==> src/rtl/core_bin_loader.sv <==
// rtl/core_bin_loader.sv - feeds one bin into a sat_engine, runs it, and streams the clause array back
//
// Purpose: writes NUM_CLAUSES clause words into the engine with one-hot
// strobes, strobes the var/lvl state load, pulses start with base-level
// enable, waits for done, latches the result, then reads the clause array
// back out through a valid/ready stream and pulses done_o.
//
// Ports:
//   clk, rst                 clock, synchronous active-high reset
//   load_start_i             start request (accepted only when idle)
//   in_clause_*              upstream clause stream (valid/ready/word)
//   out_clause_*             readback clause stream (valid/ready/word)
//   busy_o, done_o           status; done_o is a one-cycle pulse
//   result_o, bkt_lvl_o      0=PSAT 1=BKT 2=UNSAT 3=TIMEOUT, latched backtrack level
//   core_*                   engine-side strobes, words and status
//
// Optional feature: define CORE_BIN_LOADER_TIMEOUT_EN to bound the wait for
// core_done_i by TIMEOUT_CYCLES; expiry reports result 3 and skips readback.
module core_bin_loader #(
    parameter int NUM_CLAUSES    = 8,
    parameter int NUM_VARS       = 8,
    parameter int WIDTH_LVL      = 16,
    parameter int TIMEOUT_CYCLES = 4096
) (
    input  logic                   clk,
    input  logic                   rst,
    input  logic                   load_start_i,
    input  logic                   in_clause_valid_i,
    output logic                   in_clause_ready_o,
    input  logic [NUM_VARS*2-1:0]  in_clause_i,
    output logic                   out_clause_valid_o,
    input  logic                   out_clause_ready_i,
    output logic [NUM_VARS*2-1:0]  out_clause_o,
    output logic                   busy_o,
    output logic                   done_o,
    output logic [1:0]             result_o,
    output logic [WIDTH_LVL-1:0]   bkt_lvl_o,
    output logic [NUM_CLAUSES-1:0] core_wr_carray_o,
    output logic [NUM_VARS*2-1:0]  core_clause_o,
    output logic                   core_wr_states_o,
    output logic                   core_start_o,
    output logic                   core_base_lvl_en_o,
    output logic [NUM_CLAUSES-1:0] core_rd_carray_o,
    input  logic [NUM_VARS*2-1:0]  core_clause_i,
    input  logic                   core_done_i,
    input  logic                   core_sat_i,
    input  logic                   core_unsat_i,
    input  logic [WIDTH_LVL-1:0]   core_bkt_lvl_i
);

    localparam int IW = $clog2(NUM_CLAUSES) + 1;
    localparam logic [IW-1:0] LAST_IDX = IW'(NUM_CLAUSES - 1);

    localparam logic [3:0] S_IDLE   = 4'd0;
    localparam logic [3:0] S_WR_CL  = 4'd1;
    localparam logic [3:0] S_WR_ST  = 4'd2;
    localparam logic [3:0] S_START  = 4'd3;
    localparam logic [3:0] S_WAIT   = 4'd4;
    localparam logic [3:0] S_RD_REQ = 4'd5;
    localparam logic [3:0] S_RD_CAP = 4'd6;
    localparam logic [3:0] S_RD_OUT = 4'd7;
    localparam logic [3:0] S_FIN    = 4'd8;

    // The done-blanking window must close before the watchdog can expire.
    generate
        if (TIMEOUT_CYCLES < 3) begin : g_cfg_check
            $error("TIMEOUT_CYCLES must be at least 3");
        end
    endgenerate

    logic [3:0]    state;
    logic [IW-1:0] idx;
    // Counts WAIT cycles up to 2; done is only trusted once it saturates, so
    // a done left over from the previous run (or asserted in the start cycle)
    // cannot complete this one.
    logic [1:0]    guard;
    logic          done_take;

`ifdef CORE_BIN_LOADER_TIMEOUT_EN
    logic [31:0]   to_cnt;
`endif

    assign done_take          = (state == S_WAIT) && (guard == 2'd2) && core_done_i;
    assign in_clause_ready_o  = (state == S_WR_CL);
    assign busy_o             = (state != S_IDLE);
    assign done_o             = (state == S_FIN);
    assign core_rd_carray_o   = (state == S_RD_REQ) ? (NUM_CLAUSES'(1) << idx) : '0;

    always_ff @(posedge clk) begin
        if (rst) begin
            state              <= S_IDLE;
            idx                <= '0;
            guard              <= '0;
            out_clause_valid_o <= 1'b0;
            out_clause_o       <= '0;
            result_o           <= 2'd0;
            bkt_lvl_o          <= '0;
            core_wr_carray_o   <= '0;
            core_clause_o      <= '0;
            core_wr_states_o   <= 1'b0;
            core_start_o       <= 1'b0;
            core_base_lvl_en_o <= 1'b0;
`ifdef CORE_BIN_LOADER_TIMEOUT_EN
            to_cnt             <= '0;
`endif
        end else begin
            // Engine write-side strobes are single-cycle pulses by default.
            core_wr_carray_o   <= '0;
            core_wr_states_o   <= 1'b0;
            core_start_o       <= 1'b0;
            core_base_lvl_en_o <= 1'b0;

            case (state)
                S_IDLE: begin
                    if (load_start_i) begin
                        state <= S_WR_CL;
                        idx   <= '0;
                    end
                end
                S_WR_CL: begin
                    if (in_clause_valid_i) begin
                        core_wr_carray_o <= NUM_CLAUSES'(1) << idx;
                        core_clause_o    <= in_clause_i;
                        idx              <= idx + 1'b1;
                        if (idx == LAST_IDX) begin
                            state <= S_WR_ST;
                        end
                    end
                end
                S_WR_ST: begin
                    core_wr_states_o <= 1'b1;
                    state            <= S_START;
                end
                S_START: begin
                    core_start_o       <= 1'b1;
                    core_base_lvl_en_o <= 1'b1;
                    guard              <= '0;
                    state              <= S_WAIT;
`ifdef CORE_BIN_LOADER_TIMEOUT_EN
                    to_cnt             <= '0;
`endif
                end
                S_WAIT: begin
                    if (guard != 2'd2) begin
                        guard <= guard + 1'b1;
                    end
                    if (done_take) begin
                        if (core_unsat_i) begin
                            result_o <= 2'd2;
                        end else if (core_sat_i) begin
                            result_o <= 2'd0;
                        end else begin
                            result_o <= 2'd1;
                        end
                        bkt_lvl_o <= core_bkt_lvl_i;
                        idx       <= '0;
                        state     <= S_RD_REQ;
                    end
`ifdef CORE_BIN_LOADER_TIMEOUT_EN
                    else if (to_cnt >= 32'(TIMEOUT_CYCLES - 1)) begin
                        result_o <= 2'd3;
                        state    <= S_FIN;
                    end else begin
                        to_cnt <= to_cnt + 32'd1;
                    end
`endif
                end
                S_RD_REQ: begin
                    state <= S_RD_CAP;
                end
                S_RD_CAP: begin
                    out_clause_o       <= core_clause_i;
                    out_clause_valid_o <= 1'b1;
                    state              <= S_RD_OUT;
                end
                S_RD_OUT: begin
                    if (out_clause_ready_i) begin
                        out_clause_valid_o <= 1'b0;
                        idx                <= idx + 1'b1;
                        state              <= (idx == LAST_IDX) ? S_FIN : S_RD_REQ;
                    end
                end
                S_FIN: begin
                    state <= S_IDLE;
                end
                default: begin
                    state <= S_IDLE;
                end
            endcase
        end
    end

endmodule

==> config.mk <==
export PLATFORM = sky130hd
export DESIGN_NAME = core_bin_loader
export DESIGN_NICKNAME = d
export VERILOG_FILES = /design/src/rtl/core_bin_loader.sv
export SDC_FILE = /design/constraint.sdc
export NUM_CORES = 1
export LEC_CHECK = 0
export CAP_MARGIN = 20
export CELL_PAD_IN_SITES_DETAIL_PLACEMENT = 0
export CELL_PAD_IN_SITES_GLOBAL_PLACEMENT = 1
export CORE_ASPECT_RATIO = 1.25
export CORE_UTILIZATION = 30
export CTS_CLUSTER_SIZE = 8
export DETAILED_ROUTE_END_ITERATION = 7
export PLACE_DENSITY = 0.89
export SKIP_LAST_GASP = 1
export SLEW_MARGIN = 0
export SYNTH_ARGS = -nofsm -noshare
export SYNTH_HDL_FRONTEND = slang
export SYNTH_SLANG_ARGS = --single-unit
==> constraint.sdc <==
create_clock -name clk -period 2 [get_ports clk]
set_clock_uncertainty 0.1 [all_clocks]
set_input_delay 0.4 -clock clk [delete_from_list [all_inputs] [get_ports clk]]
set_output_delay 0.4 -clock clk [all_outputs]
set_load 0.05 [all_outputs]
==> results of run 1 <==
[worst max path at each step]
| stage | startpoint | end | slack (ps) | depth (start not counted) |
|---|---|---|---|---|
| floorplan | state[1] | done_o | -50 | 3 |
| global placement | in_clause_valid_i | state[0] | 30 | 5 |
| detailed placement | in_clause_valid_i | idx[3] | -4 | 7 |
| CTS | state[3] | core_rd_carray_o[0] | -170 | 5 |
| global route | state[3] | core_rd_carray_o[6] | -200 | 5 |
| finish | state[3] | core_rd_carray_o[0] | -110 | 5 |
[cell type report]
cell class,count,area [sq um]
flip-flops and latches,71,1430
multi-input cells,254,1500
fillers,916,4820
clock inverters,3,17.5
clock buffers,13,260
well taps,126,158
inverters,6,22.5
repair buffers,147,1550
[power groups by stage]
stage          Sequential (uW)  Clock [uW]  Combinational, uW
6_report                  1580        1470               1390
5_1_grt                   1600        1580               1470
4_1_cts                   1580        1520               1370
3_5_place_dp              1610           0               1350
3_3_place_gp              1610           0               1330
2_1_floorplan             1780           0                679
[registers in the layout, indices dropped and copies added, names as in the netlist]
signal and flops:
core_base_lvl_en_o 1, core_wr_carray_o 8, result_o 2, guard 2
core_wr_states_o 1, out_clause_valid_o 1, idx 4, core_clause_o 16
bkt_lvl_o 16, out_clause_o 16, state 4
[metrics by stage]
step                      hold slack (ps)  instance area, sq um
after floorplan                       365                  3060
after global placement                341                  4560
after detailed placement              346                  4560
after CTS                             354                  4870
after global routing                  373                  4940
final                                 350                  4940
[worst max-delay path: stages, from the launching register on]
cell	delay [ps]
dfxtp_2	320
and2b_1	210
nand3b_1	190
nor3_2	240
and2_4	200
buf_12	130
[Yosys cell counts (2+ instances only)]
cell type,number
nand4_1,2
nand2b_1,5
a21oi_1,35
ha_1,7
clkbuf_1,8
a211oi_1,2
buf_2,5
nand3_1,3
and2_1,14
a21oi_2,18
o31ai_1,3
buf_6,5
mux2i_1,3
inv_1,6
and3_1,6
nor2_1,13
buf_4,2
nor3_1,4
nand2_1,106
nand3b_1,3
nor4b_1,2
dfxtp_1,71
or4b_4,2
nor4_1,2
[metal layers]
| layer | share of wire | up-vias | track usage |
|---|---|---|---|
| met5 | 0 | - | 0 |
| met4 | 0.021 | 0 | 0.0833 |
| li1 | - | 1455 | - |
| met1 | 0.40 | 1326 | 0.170 |
| met2 | 0.51 | 97 | 0.284 |
| met3 | 0.063 | 13 | 0.0432 |
[cells in the final DEF, fill, tap and decap left out, types with 6 or more instances in the layout]
cell,instances
and2_1,10
dfxtp_1,67
nor2_1,13
a21oi_1,35
dlymetal6s2s_1,20
inv_1,6
clkdlybuf4s50_1,80
ha_1,7
buf_12,12
and3_1,6
clkbuf_16,9
buf_4,33
a21oi_2,18
nand2_1,106
[cells by family after synthesis]
group / after synthesis / share of synthesized area
adders and majority gates: 7 / 0.0287
DFF: 71 / 0.466
AOI/OAI and AO/OA: 70 / 0.154
buffers and inverters: 28 / 0.0550
and+or+nand+nor: 173 / 0.283
muxes: 3 / 0.00985
xor gates and xnor gates: 1 / 0.00287
[repair_timing]
| action | 4_1_cts | 5_1_grt |
|---|---|---|
| resized for setup | 11 | 21 |
| buffers inserted | 1 | 2 |
| pin swaps | 5 | 2 |
| setup endpoints to repair | 10 | 29 |
==> metrics.yaml, run 1 <==
status: "finished with violations"
violations: "setup timing"
syn_to_final_growth_pct: 62.0
async_flop_share: 0
pwr_density_cell_mw_per_mm2: 900
seq_area_frac_synth: 0.466
synth-edff-count: 0
fmax_mhz: 473
place_ws_ps: -4.03
reg2reg_slack_ps: 100
rsz0062_at_grt: "true"
dr.pass1.iters: 4
crit_fanout: 4
path_class: "reg -> out"
hold_path_end: "out_clause_o[9]"
setup_violations: 8
cp.required_ps: 1500
std_cell_rows: 40
worst_hold_path_type: "reg -> reg"
clock_sinks: 71
timing.final.ws_setup_ps: -113
viasPerCell: 4.66
syn-num-nets: 416
cp-end-kind: "primary output"
ys_ff_latch: 71
yosysTopAreaCell: "dfxtp_1"
wire_per_inst_um: 13.1
min-delay-start: "out_clause_o[9]"
grt_pass1_wl_mm: 13.4
grt_max_degree: 68
num-nets-final: 552
yosysTopAreaCellShare: 0.466
leakage_uw: 0.00218
cp_data_arrival_time_ps: 1610
place_congestion: 0.831
fin_crit_ps: 2110
die_y_um: 115
ys_types: 50
grt_pass1_vias: 2908
ys_warn_count: 0
pwr-share-clk: 0.331
die_area_sq_mm: 0.0106
route.detailed.drc: 0
r2r_start: "state[3]"
drt_iter0_markers: 131
syn_area_per_cell_sq_um: 8.63
yosys_most_used_dff: "dfxtp_1"
start_kind: "register"
htreeDepth: 3
fin_util: 0.506
numCtsBuffers: 9
seq_power_share: 0.357
syn_inst: 353
cap_violations: 0
rr_endpoint: "state[0]"
cts_buffer_depth: 2
netlist_area_sq_mm: 0.00305
placed_cells: 601
slew_viol_final: 0
ant_nets: 0
p_comb_frac: 0.313
path_clk_slew_ps: 50
dp_hpwl_mm: 5.81
stdcell_count: 620
switching_share: 0.322
io_pins: 129
grt_overflow: 0
hold_viol: 0
cts-root-buf: "clkbuf_16"
r2r_cells: 7
irDropWorstVdd_uv: 436
synthTopCellsByArea: "dfxtp_1 (47%), nand2_1 (13%), a21oi_1 (5.7%), a21oi_2 (5.2%), and2_1 (2.9%)"
p_int_uw: 3010
initial_core_util: 0.312
finalCritPeriodShare: 1.06
worst_pin_slew_ps: 626
core_sq_mm: 0.00976
diodes: 0
grt_use_total: 0.159
antenna_found_initial: 0
totalPowerFinal_uw: 4440
power.switching_uw: 1430
die_x_um: 92.2
postCtsHoldBufs: 0
cts_tree: "yes"
drive_gt1_frac: 0.200
slew_headroom: 0.579
setup_tns_ps: -574
port_buffers: 128
vias: 2891
clock_latency_ps: 330
wl_mm: 8.13
hold_path_depth: 2
(Power assumes the default switching activity.)
==> run 2: changes to the inputs <==
--- a/config.mk
+++ b/config.mk
@@ -5,10 +5,10 @@
 export SDC_FILE = /design/constraint.sdc
 export NUM_CORES = 1
 export LEC_CHECK = 0
+export ABC_CLOCK_PERIOD_IN_PS = 2000
 export CAP_MARGIN = 20
 export CELL_PAD_IN_SITES_DETAIL_PLACEMENT = 0
 export CELL_PAD_IN_SITES_GLOBAL_PLACEMENT = 1
-export CORE_ASPECT_RATIO = 1.25
 export CORE_UTILIZATION = 30
 export CTS_CLUSTER_SIZE = 8
 export DETAILED_ROUTE_END_ITERATION = 7
==> run 2 against run 1 <==
First-iteration DRC count decreased by 47%. Clock power decreased by 24%. Via count increased by 0.97%. Largest power group unchanged. The run still ends with setup timing left. Non-clock buffer count increased by 7. Cell area decreased by 1.9%.
==> metrics.yaml, run 2 (same netlist as run 1, synthesis figures left out) <==
wl_mm: 8.23  # +1.2%
antenna_found_initial: 0  # unchanged
irDropWorstVdd_uv: 297  # -32%
hold_path_depth: 2  # unchanged
die_x_um: 103  # +12%
grt_pass1_vias: 2738  # -5.8%
htreeDepth: 3  # unchanged
path_clk_slew_ps: 90  # +40 ps
fin_crit_ps: 2120  # +5.35 ps
io_pins: 129  # unchanged
power.switching_uw: 1520  # +6.0%
place_congestion: 0.777  # -6.5%
vias: 2919  # +0.97%
postCtsHoldBufs: 0  # unchanged
critPathMaxStageDelay_ps: 320  # about the same
fin_util: 0.494  # -0.0124
slew_viol_final: 0  # unchanged
numCtsBuffers: 9  # unchanged
cap_violations: 0  # unchanged
ant_nets: 0  # unchanged
fin_area_sq_mm: 0.00485  # -1.9%
grt_max_degree: 22  # -68%
cpMaxStageDelayCell: "dfxtp_1"
dpl_cell_area_sq_mm: 0.00456  # about the same
crit_fanout: 3  # -1
clock_sinks: 71  # unchanged
min-delay-start: "out_clause_o[0]"
switching_share: 0.366  # +0.0446
path_class: "reg -> out"
use_met2: 0.267  # -0.0174
violations: "setup timing"
hold_viol: 0  # unchanged
dr.pass1.iters: 4  # unchanged
fmax_mhz: 472  # -0.25%
p_int_uw: 2620  # -13%
timing.final.ws_setup_ps: -118  # -5.35 ps
cts-root-buf: "clkbuf_8"
diodes: 0  # unchanged
worst_hold_path_type: "reg -> reg"
path_cells: "and2b_1 -> nand3b_1 -> nor3_2 -> and2_4 -> buf_12"
leakage_uw: 0.00210  # -3.8%
die_y_um: 103  # -10%
slew_headroom: 0.617  # +0.0381
status: "finished with violations"
cp_data_arrival_time_ps: 1620  # about the same
final_cell_mix: "nand2_1 (106), dfxtp_1 (67), clkdlybuf4s50_1 (56)"
finalCritPeriodShare: 1.06  # +0.00267
start_kind: "register"
cp-end-kind: "primary output"
met1_usage: 0.189  # +0.0191
dp_hpwl_mm: 5.97  # +2.8%
hold_path_end: "out_clause_o[0]"
place_ws_ps: -62.4  # -58.4 ps
port_buffers: 128  # unchanged
syn_to_final_growth_pct: 59.0
route.detailed.drc: 0  # unchanged
cts_tree: "yes"
cp.required_ps: 1500  # about the same
gr-usage-met3: 0.0393  # -0.00384
r2r_cells: 7  # unchanged
num-nets-final: 559  # +1.3%
p_comb_frac: 0.354  # +0.041
core_sq_mm: 0.00982  # +0.62%
reg_top3: "bkt_lvl_o (16), core_clause_o (16), out_clause_o (16)"
grt_use_total: 0.158  # -0.00104
initial_core_util: 0.310  # -0.00191
std_cell_rows: 36  # -10%
setup_violations: 8  # unchanged
drt_iter0_markers: 69  # -47%
rsz0062_at_grt: "true"
seq_power_share: 0.378  # +0.021
die_area_sq_mm: 0.0106  # about the same
rr_endpoint: "state[0]"
pwr_density_cell_mw_per_mm2: 854  # -5.1%
top_usage_layer: "met2"
clock_latency_ps: 350  # +20 ps
worst_pin_slew_ps: 575  # -51.4 ps
grt_pass1_wl_mm: 12.9  # -3.3%
reg2reg_slack_ps: 100  # about the same
r2r_start: "state[3]"
grt_overflow: 0  # unchanged
drive_gt1_frac: 0.218  # +0.0172
pwr-share-clk: 0.267  # -0.064
viasPerCell: 4.60  # -1.3%
final_common_cell: "nand2_1"
cts_buffer_depth: 2  # unchanged
wire_per_inst_um: 13.0  # -1.0%
run 2: how the worst max path moves through the flow:
stage	from	to	cells past startpoint
6_report	state[3]	core_rd_carray_o[1]	5
5_1_grt	state[3]	core_rd_carray_o[1]	5
4_1_cts	state[3]	core_rd_carray_o[2]	5
3_5_place_dp	in_clause_valid_i	state[0]	5
3_3_place_gp	in_clause_valid_i	state[0]	5
2_1_floorplan	state[1]	done_o	3
run 2: critical path, delay by kind of cell (launching register included):
family        cells  cell delay [ps]
buf+inv           1              130
flops             1              320
simple gates      4              820
run 2: through the flow:
step                setup TNS [ps]  hold slack (ps)  total power, uW  instances
finish                        -598              354             4140        634
global route                 -1190              377             4350        634
CTS                           -871              336             4100        629
detailed placement            -157              347             2930        608
global placement             -24.2              339             2910        608
floorplan                    -52.2              365             2460        353
run 2: what timing repair did:
item / 4_1_cts / 5_1_grt
gates resized for setup: 53 / 14
endpoints found under the setup margin: 53 / 18
pin swaps: 5 / 5
setup buffers: 5 / 5
run 2: cell type report:
cell class	count	area, sq um
clock buffers	9	124
clock inverters	7	63.8
fillers	998	4970
inverters	6	22.5
multi-input cells	254	1520
flip-flops and latches	71	1430
well taps	133	166
repair buffers	154	1520
run 2: power by group through the flow:
| stage | sequential (uW) | combinational (uW) | clock, uW |
|---|---|---|---|
| 3_3_place_gp | 1600 | 1310 | 0 |
| 2_1_floorplan | 1780 | 679 | 0 |
| 4_1_cts | 1560 | 1390 | 1150 |
| 3_5_place_dp | 1600 | 1330 | 0 |
| 6_report | 1570 | 1470 | 1110 |
| 5_1_grt | 1580 | 1560 | 1210 |
run 2: routing by layer:
layer  up-vias  part of all wire  wire length (um)
li1       1470                 -                 -
met1      1341              0.43              3530
met2        97              0.49              4020
met3        11             0.067               555
met4         0             0.015               120
met5         -                 0                 0
